### src/rtl/tile_seq.sv
// Weight-stationary tile sequencer: expands one start request into the full
// weight-load, activation-stream and psum-drain instruction sequence for core.
module tile_seq #(
  parameter int row = 8,
  parameter int col = 8,
  parameter int aw  = 11,
  parameter int tmo = 255
) (
  input  logic             clk,
  input  logic             reset,
  input  logic             start,
  input  logic [aw-1:0]    w_base,
  input  logic [aw-1:0]    x_base,
  input  logic [aw-1:0]    p_base,
  input  logic [6:0]       n_x,
  input  logic             acc_cfg,
  input  logic             ofifo_valid,
  output logic [2*aw+12:0] inst,
  output logic             busy,
  output logic             done,
  output logic             err
);

  localparam int         IW    = $clog2(tmo + 1);
  localparam logic [6:0] N_MAX = 7'd64;

  // Counters are 7 bits wide and addresses are zero-extended into aw bits.
  if (col < 1 || col > 64 || row < 1 || aw < 7) begin : g_bad_params
    $error("tile_seq: unsupported parameter set");
  end

  typedef enum logic [3:0] {
    IDLE, W_RD, W_FL, W_LD, W_GAP, X_RD, X_FL, X_EX, OUT, DONE
  } state_t;

  typedef struct packed {
    logic          mode_os;
    logic          acc;
    logic          cen_pmem;
    logic          wen_pmem;
    logic [aw-1:0] a_pmem;
    logic          cen_xmem;
    logic          wen_xmem;
    logic [aw-1:0] a_xmem;
    logic          ofifo_rd;
    logic          ififo_wr;
    logic          ififo_rd;
    logic          l0_rd;
    logic          l0_wr;
    logic          execute;
    logic          load;
  } inst_t;

  typedef struct packed {
    logic [aw-1:0] w_base;
    logic [aw-1:0] x_base;
    logic [aw-1:0] p_base;
    logic [6:0]    n;
    logic          acc;
  } cfg_t;

  function automatic inst_t idle_word();
    inst_t w;
    w          = '0;
    w.cen_pmem = 1'b1;
    w.wen_pmem = 1'b1;
    w.cen_xmem = 1'b1;
    w.wen_xmem = 1'b1;
    return w;
  endfunction

  state_t        state_q, state_d;
  cfg_t          cfg_q, cfg_d;
  logic [6:0]    k_q, k_d;
  logic [6:0]    j_q, j_d;
  logic [IW-1:0] idle_q, idle_d;
  inst_t         inst_q, inst_d;
  logic          busy_q, done_q, err_q, err_d;
  logic          out_try, wr_d;

  // NOTE: every flop, including the captured config, is cleared by the async
  // reset so a mid-tile reset leaves nothing stale behind.
  // NOTE: sequential state uses non-blocking assignments only.
  always_ff @(posedge clk or negedge reset) begin
    if (!reset) begin
      state_q <= IDLE;
      cfg_q   <= '0;
      k_q     <= '0;
      j_q     <= '0;
      idle_q  <= '0;
      inst_q  <= idle_word();
      busy_q  <= 1'b0;
      done_q  <= 1'b0;
      err_q   <= 1'b0;
    end else begin
      state_q <= state_d;
      cfg_q   <= cfg_d;
      k_q     <= k_d;
      j_q     <= j_d;
      idle_q  <= idle_d;
      inst_q  <= inst_d;
      busy_q  <= (state_d != IDLE);
      done_q  <= (state_d == DONE);
      err_q   <= err_d;
    end
  end

  // The outputs are registered, so everything below describes the cycle that
  // follows the coming edge: next state first, then the word for that state.
  // NOTE: every variable gets a default first so no latch is inferred.
  always_comb begin
    state_d = state_q;
    cfg_d   = cfg_q;
    k_d     = k_q;
    j_d     = j_q;
    idle_d  = idle_q;
    err_d   = 1'b0;
    out_try = 1'b0;
    wr_d    = 1'b0;

    case (state_q)
      IDLE: begin
        if (start) begin
          if (n_x == 7'd0 || n_x > N_MAX) begin
            err_d = 1'b1;
          end else begin
            cfg_d   = '{w_base: w_base, x_base: x_base, p_base: p_base,
                        n: n_x, acc: acc_cfg};
            state_d = W_RD;
            k_d     = '0;
            j_d     = '0;
            idle_d  = '0;
          end
        end
      end
      W_RD: begin
        k_d = k_q + 7'd1;
        if (k_q == 7'(col - 1)) begin
          state_d = W_FL;
          k_d     = '0;
        end
      end
      W_FL: state_d = W_LD;
      W_LD: begin
        k_d = k_q + 7'd1;
        if (k_q == 7'(col - 1)) begin
          state_d = W_GAP;
          k_d     = '0;
        end
      end
      W_GAP: begin
        k_d = k_q + 7'd1;
        if (k_q == 7'(col - 1)) begin
          state_d = X_RD;
          k_d     = '0;
        end
      end
      X_RD: begin
        k_d = k_q + 7'd1;
        if (k_q == cfg_q.n - 7'd1) begin
          state_d = X_FL;
          k_d     = '0;
        end
      end
      X_FL: state_d = X_EX;
      X_EX: begin
        k_d = k_q + 7'd1;
        if (k_q == cfg_q.n - 7'd1) begin
          state_d = OUT;
          k_d     = '0;
          out_try = 1'b1;
        end
      end
      OUT: begin
        if (j_q == cfg_q.n) begin
          state_d = DONE;
        end else if (idle_q == IW'(tmo)) begin
          state_d = IDLE;
          err_d   = 1'b1;
        end else begin
          out_try = 1'b1;
        end
      end
      DONE:    state_d = IDLE;
      default: state_d = IDLE;
    endcase

    // A drain write is issued for the next cycle only when the FIFO has data.
    if (out_try) begin
      if (ofifo_valid) begin
        wr_d   = 1'b1;
        j_d    = j_q + 7'd1;
        idle_d = '0;
      end else begin
        idle_d = idle_q + 1'b1;
      end
    end

    inst_d       = idle_word();
    // SRAM read data arrives one cycle late, so L0 is written the cycle after a read.
    inst_d.l0_wr = (state_q == W_RD) || (state_q == X_RD);
    case (state_d)
      W_RD: begin
        inst_d.cen_xmem = 1'b0;
        inst_d.a_xmem   = cfg_d.w_base + aw'(k_d);
      end
      X_RD: begin
        inst_d.cen_xmem = 1'b0;
        inst_d.a_xmem   = cfg_d.x_base + aw'(k_d);
      end
      W_LD: begin
        inst_d.l0_rd = 1'b1;
        inst_d.load  = 1'b1;
      end
      X_EX: begin
        inst_d.l0_rd   = 1'b1;
        inst_d.execute = 1'b1;
        inst_d.acc     = cfg_d.acc;
      end
      default: ;
    endcase
    if (wr_d) begin
      inst_d.ofifo_rd = 1'b1;
      inst_d.cen_pmem = 1'b0;
      inst_d.wen_pmem = 1'b0;
      inst_d.a_pmem   = cfg_d.p_base + aw'(j_q);
    end
  end

  assign inst = inst_q;
  assign busy = busy_q;
  assign done = done_q;
  assign err  = err_q;

endmodule

### config.mk
export PLATFORM = sky130hd
export DESIGN_NAME = tile_seq
export DESIGN_NICKNAME = d
export VERILOG_FILES = /design/src/rtl/tile_seq.sv
export SDC_FILE = /design/constraint.sdc
export NUM_CORES = 1
export LEC_CHECK = 0
export BUFFER_PORTS_ARGS = -buffer_cell sky130_fd_sc_hd__buf_2
export CORE_MARGIN = 3
export CORE_UTILIZATION = 57
export CTS_CLUSTER_SIZE = 12
export DETAILED_ROUTE_END_ITERATION = 8
export PLACE_DENSITY = 0.88
export SYNTH_ARGS = -nofsm -noshare
export SYNTH_HDL_FRONTEND = slang
export SYNTH_SLANG_ARGS = --single-unit
export TNS_END_PERCENT = 20
### constraint.sdc
create_clock -name clk -period 6.3 [get_ports clk]
set_input_delay 0.315 -clock clk [delete_from_list [all_inputs] [get_ports clk]]
set_output_delay 0.315 -clock clk [all_outputs]
set_load 0.01 [all_outputs]
==> qor.txt, run 1 <==
Hold_ws: 0.1437 ns
EDFF count, synth: 0
Worst Hold Class: input pin to flop
Avg Inst Size Synth: 9.453 sq um
Fmax: 0.1851 GHz
Placed wire-length estimate: 8.330 mm
Startpoint type of the worst setup path: flop
Post-DR vias/cell: 5.639
Initial Util: 59.50%
CP bufs+invs: 1
Area grow syn2layout: 12.62%
Mapped Cells: 557
Number of I/O pins: 83
Worst-path cell chain: or4_4, or3_4, nand4_2, a211oi_2, a21oi_1, nand2_1, a21oi_1, mux2_2, ha_1, inv_1, fa_1, nor2b_1, o21ai_0, a21boi_0, o21ai_0, a21boi_0, o2111ai_1, mux2i_1, xnor2_1, nor2b_1
Maximum vdd drop: 0.1137 mV
Layout Utilization: 67.01%
Largest net degree at the start of global routing: 74
Antenna violations before repair: 0
Die Y: 102.1 microns
All-Layer GR Usage: 23.50%
Fin nets: 693
Tcrit/Tclk final: 85.76%
Clk root buf: clkbuf_8
Leak Pwr: 3.091 nW
Commonest non-fill, non-tap cell in the layout: nand2_1
Number of global-route vias before repair: 4258
Number of buffers inserted by port buffering: 78
Max-slew headroom: 34.86%
Fin crit period: 5.403 ns
Combinational Power Share: 3.0%
Core Box Area: 8848 sq um
Worst Skew: 0.01775 ns
Crit end category: flop
CTS Sinks: 100
R2R Setup Slk: 0.90 ns
Worst skew pair latency: 0.37 ns
Final TNS setup: 0 ns
CTS tree: built
Critical path's slowest cell: a21oi_1
Distinct cells, synth: 60
Endpoints failing setup: 0
GRT overflow: 0
Global-route wire length before repair: 19.39 mm
Reg-to-reg startpoint: cfg_q[3]
Clock share of power: 40.3%
Switching share of power: 21.60%
Max clock buf depth: 2
Crit path largest cell delay: 0.54 ns
Most frequent cells in the layout: 123 x nand2_1, 98 x dfrtp_1, 77 x buf_2, 34 x nor2_1, 28 x inv_1
Post-synth ARST share: 100.0%
Critical Path RT: 6.58 ns
RSZ-0062 raised after global routing: no
Final GP Congestion: 0.8430
CP startpoint: cfg_q[3]
Final Hold Viols: 0
Ant. Diodes: 0
Reg power frac: 56.7%
Iteration-0 DRC Markers: 229
Cell Int Power: 0.0008913 W
Residual DRC count: 0
ANT nets after route: 0
Max Cap Viol: 0
Syn Std Cell Area: 5265 sq um
Yosys warns: 0
Worst Tran Pin Value: 0.9728 ns
Pre-Repair DR Iteration Count: 4
Die X: 102.1 microns
Crit-path leading delay family: compound AO/OA/AOI/OAI gates
Setup Slack @ Placement: 1.069 ns
Critical Path AT: 5.68 ns
Top fanout value on the critical path: 9
CTS Buf Count: 9
Pwr/cell area: 191.7 nW/um^2
Seq cells post-synth: 100
Post-CTS setup buffer count: 0
Die ar.: 10430 sq um
Sequential fraction of the synthesis area: 47.58%
Net switching power: 0.0002456 W
Share of cells above drive strength 1: 19.30%
Routed wire length: 11.46 mm
CP Class: flop to flop
Fin worst setup slack: 0.8974 ns
H-tree Lvls: 3
Synth Flop Type: dfrtp_1
Clock transition at path regs: 0.10 ns
Drt wl/cell: 15.49 microns
Worst Hold Launch: n_x[4]
Cell row count: 34
Slew Limit Fails: 0
Outcome: finished clean
DR vias: 4173
==> cell type report <==
class | instances | area [sq um]
clock buffers | 10 | 137.6
multi-input cells | 405 | 2524
repair buffers | 84 | 440.4
well taps | 108 | 135.1
flip-flops and latches | 100 | 2505
inverters | 28 | 105.1
fillers | 704 | 2919
clock inverters | 5 | 82.58
==> cells by family after synthesis <==
logic type      count (synthesis)  synth area share [%]
compound gates                 86                 10.98
xor+xnor                       36                 5.989
fa+ha+maj                      20                 5.038
buf+inv                        54                 4.729
flops                         100                 47.58
mux                            23                 4.634
other cells                     2                0.1426
simple gates                  236                 20.91
==> layer usage <==
metal	GRT usage (%)	routed length, microns	vias to the layer above
met2	41.13	5761	118
li1	-	-	2004
met4	7.568	300	0
met3	5.392	552	28
met1	28.80	4850	2023
met5	0	0	-
==> state kept, by name, indices dropped and copies added (netlist names) <==
| name | count |
|---|---|
| err | 1 |
| idle_q | 8 |
| inst | 30 |
| busy | 1 |
| k_q | 7 |
| cfg_q | 41 |
| state_q | 4 |
| done | 1 |
| j_q | 7 |
==> path summary, 6_finish.rpt <==
kind                                   to  cells after the start
worst max-delay path             inst[17]                     20
worst min-delay path             cfg_q[5]                      3
worst max register to register   inst[17]                     20
worst min register to register  cfg_q[30]                      2
max in group asynchronous         inst[3]                      3
min in group asynchronous       cfg_q[10]                      2
==> worst reg2reg max path: cells and delay by family (launching register included) <==
| kind | cells | cell delay, ns |
|---|---|---|
| mux | 2 | 0.50 |
| compound gates | 8 | 2.08 |
| simple gates | 6 | 1.48 |
| xor+xnor | 1 | 0.15 |
| fa+ha+maj | 2 | 0.56 |
| buf+inv | 1 | 0.06 |
| flops | 1 | 0.50 |
==> Yosys cell counts, types with 6 or more instances <==
| library cell | instances | area, sq um |
|---|---|---|
| dfrtp_1 | 98 | 2452 |
| o21ai_1 | 9 | 45.04 |
| o21ai_0 | 25 | 125.1 |
| nand2b_1 | 7 | 43.79 |
| mux2i_1 | 12 | 120.1 |
| xor2_1 | 13 | 113.9 |
| a21oi_1 | 18 | 90.09 |
| nor2_1 | 34 | 127.6 |
| and3_1 | 12 | 75.07 |
| ha_1 | 18 | 225.2 |
| nand2_1 | 123 | 461.7 |
| nor3_1 | 9 | 45.04 |
| clkbuf_1 | 14 | 52.55 |
| inv_1 | 28 | 105.1 |
| nand3_1 | 19 | 95.09 |
| a21o_1 | 6 | 45.04 |
| xnor2_1 | 23 | 201.4 |
| mux2_2 | 11 | 123.9 |
==> stage by stage <==
stage,instance area (sq um),total power [W],cells
2_1_floorplan,5273,0.0006653,559
3_3_place_gp,5699,0.0006908,724
3_5_place_dp,5699,0.0006922,724
4_1_cts,5929,0.001143,740
5_1_grt,5929,0.001176,740
6_report,5929,0.001137,740
==> power groups by stage <==
stage	clock network [W]	logic (W)	registers, W
2_1_floorplan	0	0.00000789	0.000657
3_3_place_gp	0	0.0000334	0.000657
3_5_place_dp	0	0.0000346	0.000658
4_1_cts	0.000463	0.0000352	0.000645
5_1_grt	0.000491	0.0000395	0.000646
6_report	0.000458	0.0000341	0.000645
==> timing repair <==
| action | 4_1_cts | 5_1_grt |
|---|---|---|
| resized for setup | 0 | 0 |
| hold endpoints to repair | 26 | 0 |
| hold buffers | 1 | 0 |
Power figures use the tool's default switching activity.
==> inputs of run 2 (changes only) <==
Settings changed: CORE_MARGIN 3 to 4, SKIP_LAST_GASP set to 1.
==> run 2 against run 1 <==
  * Cell count increased by 0.14%
  * Critical path type unchanged
  * Routed wire length is 0.63% lower
  * Clock-buffer cell count unchanged
  * Via count is 0.96% lower
  * Largest power group unchanged
==> qor.txt, run 2 (synthesized netlist as in run 1, its figures left out) <==
Outcome: finished clean
Leak Pwr: 3.079 nW (-0.40%)
Wire length on met1: 4.928 mm (+1.6%)
Number of buffers inserted by port buffering: 78 (unchanged)
Clk root buf: clkbuf_8
Pre-Repair DR Iteration Count: 6 (+2)
Tcrit/Tclk final: 85.76% (about the same)
Cell row count: 34 (unchanged)
Max clock buf depth: 2 (unchanged)
Setup Slack @ Placement: 1.035 ns (-0.03398 ns)
Post-DR vias/cell: 5.578 (-1.1%)
Most frequent cells in the layout: 123 x nand2_1, 98 x dfrtp_1, 77 x buf_2, 34 x nor2_1, 28 x inv_1
GRT overflow: 0 (unchanged)
Die X: 104.1 microns (+2.0%)
Fin crit period: 5.403 ns (+0.0002690 ns)
CTS tree: built
Endpoints failing setup: 0 (unchanged)
Drt wl/cell: 15.37 microns (-0.76%)
Placed wire-length estimate: 8.267 mm (-0.76%)
Startpoint type of the worst setup path: flop
Final GP Congestion: 0.8400 (-0.36%)
Core Box Area: 8848 sq um (unchanged)
Fmax: 0.1851 GHz (about the same)
Largest register FFs: 41 (unchanged)
Max Cap Viol: 0 (unchanged)
Final Hold Viols: 0 (unchanged)
ANT nets after route: 0 (unchanged)
Commonest non-fill, non-tap cell in the layout: nand2_1
Worst skew pair latency: 0.36 ns (about the same)
Slew Limit Fails: 0 (unchanged)
Worst Hold Class: input pin to flop
Worst Tran Pin Value: 0.9461 ns (-0.02674 ns)
Worst Skew: 0.01698 ns (-0.0007711 ns)
CTS Sinks: 100 (unchanged)
PostCTS Resize Cnt: 0 (unchanged)
Routed wl met2: 5.803 mm (+0.73%)
Crit end category: flop
Clock transition at path regs: 0.10 ns (about the same)
Die ar.: 10840 sq um (+4.0%)
Iteration-0 DRC Markers: 181 (-21%)
Global-route wire length before repair: 19.62 mm (+1.2%)
Maximum vdd drop: 0.08537 mV (-25%)
Top fanout value on the critical path: 9 (unchanged)
Initial Util: 59.50% (unchanged)
Number of global-route vias before repair: 4270 (+0.28%)
Number of I/O pins: 83 (unchanged)
Max layer used: met4
Residual DRC count: 0 (unchanged)
Die Y: 104.1 microns (+2.0%)
Share of cells above drive strength 1: 19.43% (+0.13 points)
All-Layer GR Usage: 21.85% (-1.7 points)
Top reg by flops: cfg_q
CP Class: flop to flop
Ant. Diodes: 0 (unchanged)
Final TNS setup: 0 ns (unchanged)
Max-slew headroom: 36.65% (+1.8 points)
H-tree Lvls: 3 (unchanged)
Largest net degree at the start of global routing: 56 (-24%)
DR vias: 4133 (-0.96%)
Routed wire length: 11.39 mm (-0.63%)
Critical Path RT: 6.50 ns (-0.08 ns)
Metal3 WL: 488 microns (-12%)
Pwr/cell area: 186.5 nW/um^2 (-2.7%)
Fin worst setup slack: 0.8971 ns (-0.0002690 ns)
Area grow syn2layout: 12.38%
Critical Path AT: 5.60 ns (-0.08 ns)
CTS Buf Count: 9 (unchanged)
Fin nets: 693 (unchanged)
RSZ-0062 raised after global routing: no
Antenna violations before repair: 0 (unchanged)
run 2: metrics by stage:
stage / hold WS (ns) / utilization [%] / cells / cell area [sq um] / total power [W]
floorplan: 0.01941 / - / 559 / 5273 / 0.0006653
global placement: 0.3326 / 64.41 / 724 / 5699 / 0.0006910
detailed placement: 0.3356 / 64.41 / 724 / 5699 / 0.0006922
CTS: 0.1436 / 66.87 / 741 / 5917 / 0.001111
global route: 0.1498 / 66.87 / 741 / 5917 / 0.001141
finish: 0.1533 / 66.87 / 741 / 5917 / 0.001103
run 2: per-layer routing:
metal | up-vias | GRT usage, %
met5 | - | 0
met1 | 1996 | 27.22
li1 | 2006 | -
met3 | 19 | 4.655
met4 | 0 | 7.028
met2 | 112 | 37.98
run 2: cell type report:
type | count | area (sq um)
clock buffer | 10 | 137.6
clock inverter | 6 | 70.07
fill | 699 | 2932
inverter | 28 | 105.1
multi-input combinational | 405 | 2524
sequential | 100 | 2505
tap | 108 | 135.1
timing repair buffer | 84 | 440.4
run 2: worst max-delay path, cell delays in order (launching register included):
cell       delay, ns
dfrtp_1         0.50
or4_4           0.53
or3_4           0.36
nand4_2         0.18
a211oi_2        0.14
a21oi_1         0.26
nand2_1         0.08
a21oi_1         0.53
mux2_2          0.31
ha_1            0.18
inv_1           0.06
fa_1            0.37
nor2b_1         0.15
o21ai_0         0.11
a21boi_0        0.24
o21ai_0         0.14
a21boi_0        0.47
o2111ai_1       0.18
mux2i_1         0.22
xnor2_1         0.09
nor2b_1         0.13
run 2: path summary, 6_finish.rpt:
path,slack [ns],depth (start not counted),end,from
worst min-delay path,0.15,3,cfg_q[5],n_x[4]
min in group asynchronous,0.48,2,inst[21],reset
worst max register to register,0.90,20,inst[17],cfg_q[3]
max in group asynchronous,4.70,3,inst[17],reset
worst min register to register,0.48,2,cfg_q[32],cfg_q[32]
worst max-delay path,0.90,20,inst[17],cfg_q[3]
run 2: report_power, final:
group          total [W]  switching (W)  leakage, nW  internal [W]
clock network   0.000424       0.000226        0.101      0.000198
logic          0.0000342      0.0000209         1.68     0.0000133
registers       0.000645     0.00000175         1.30      0.000643
total            0.00110       0.000249         3.08      0.000855
run 2: timing repair:
| item | 4_1_cts | 5_1_grt |
|---|---|---|
| hold buffers | 1 | 0 |
| endpoints found under the hold margin | 44 | 0 |
| setup buffers | 0 | 0 |
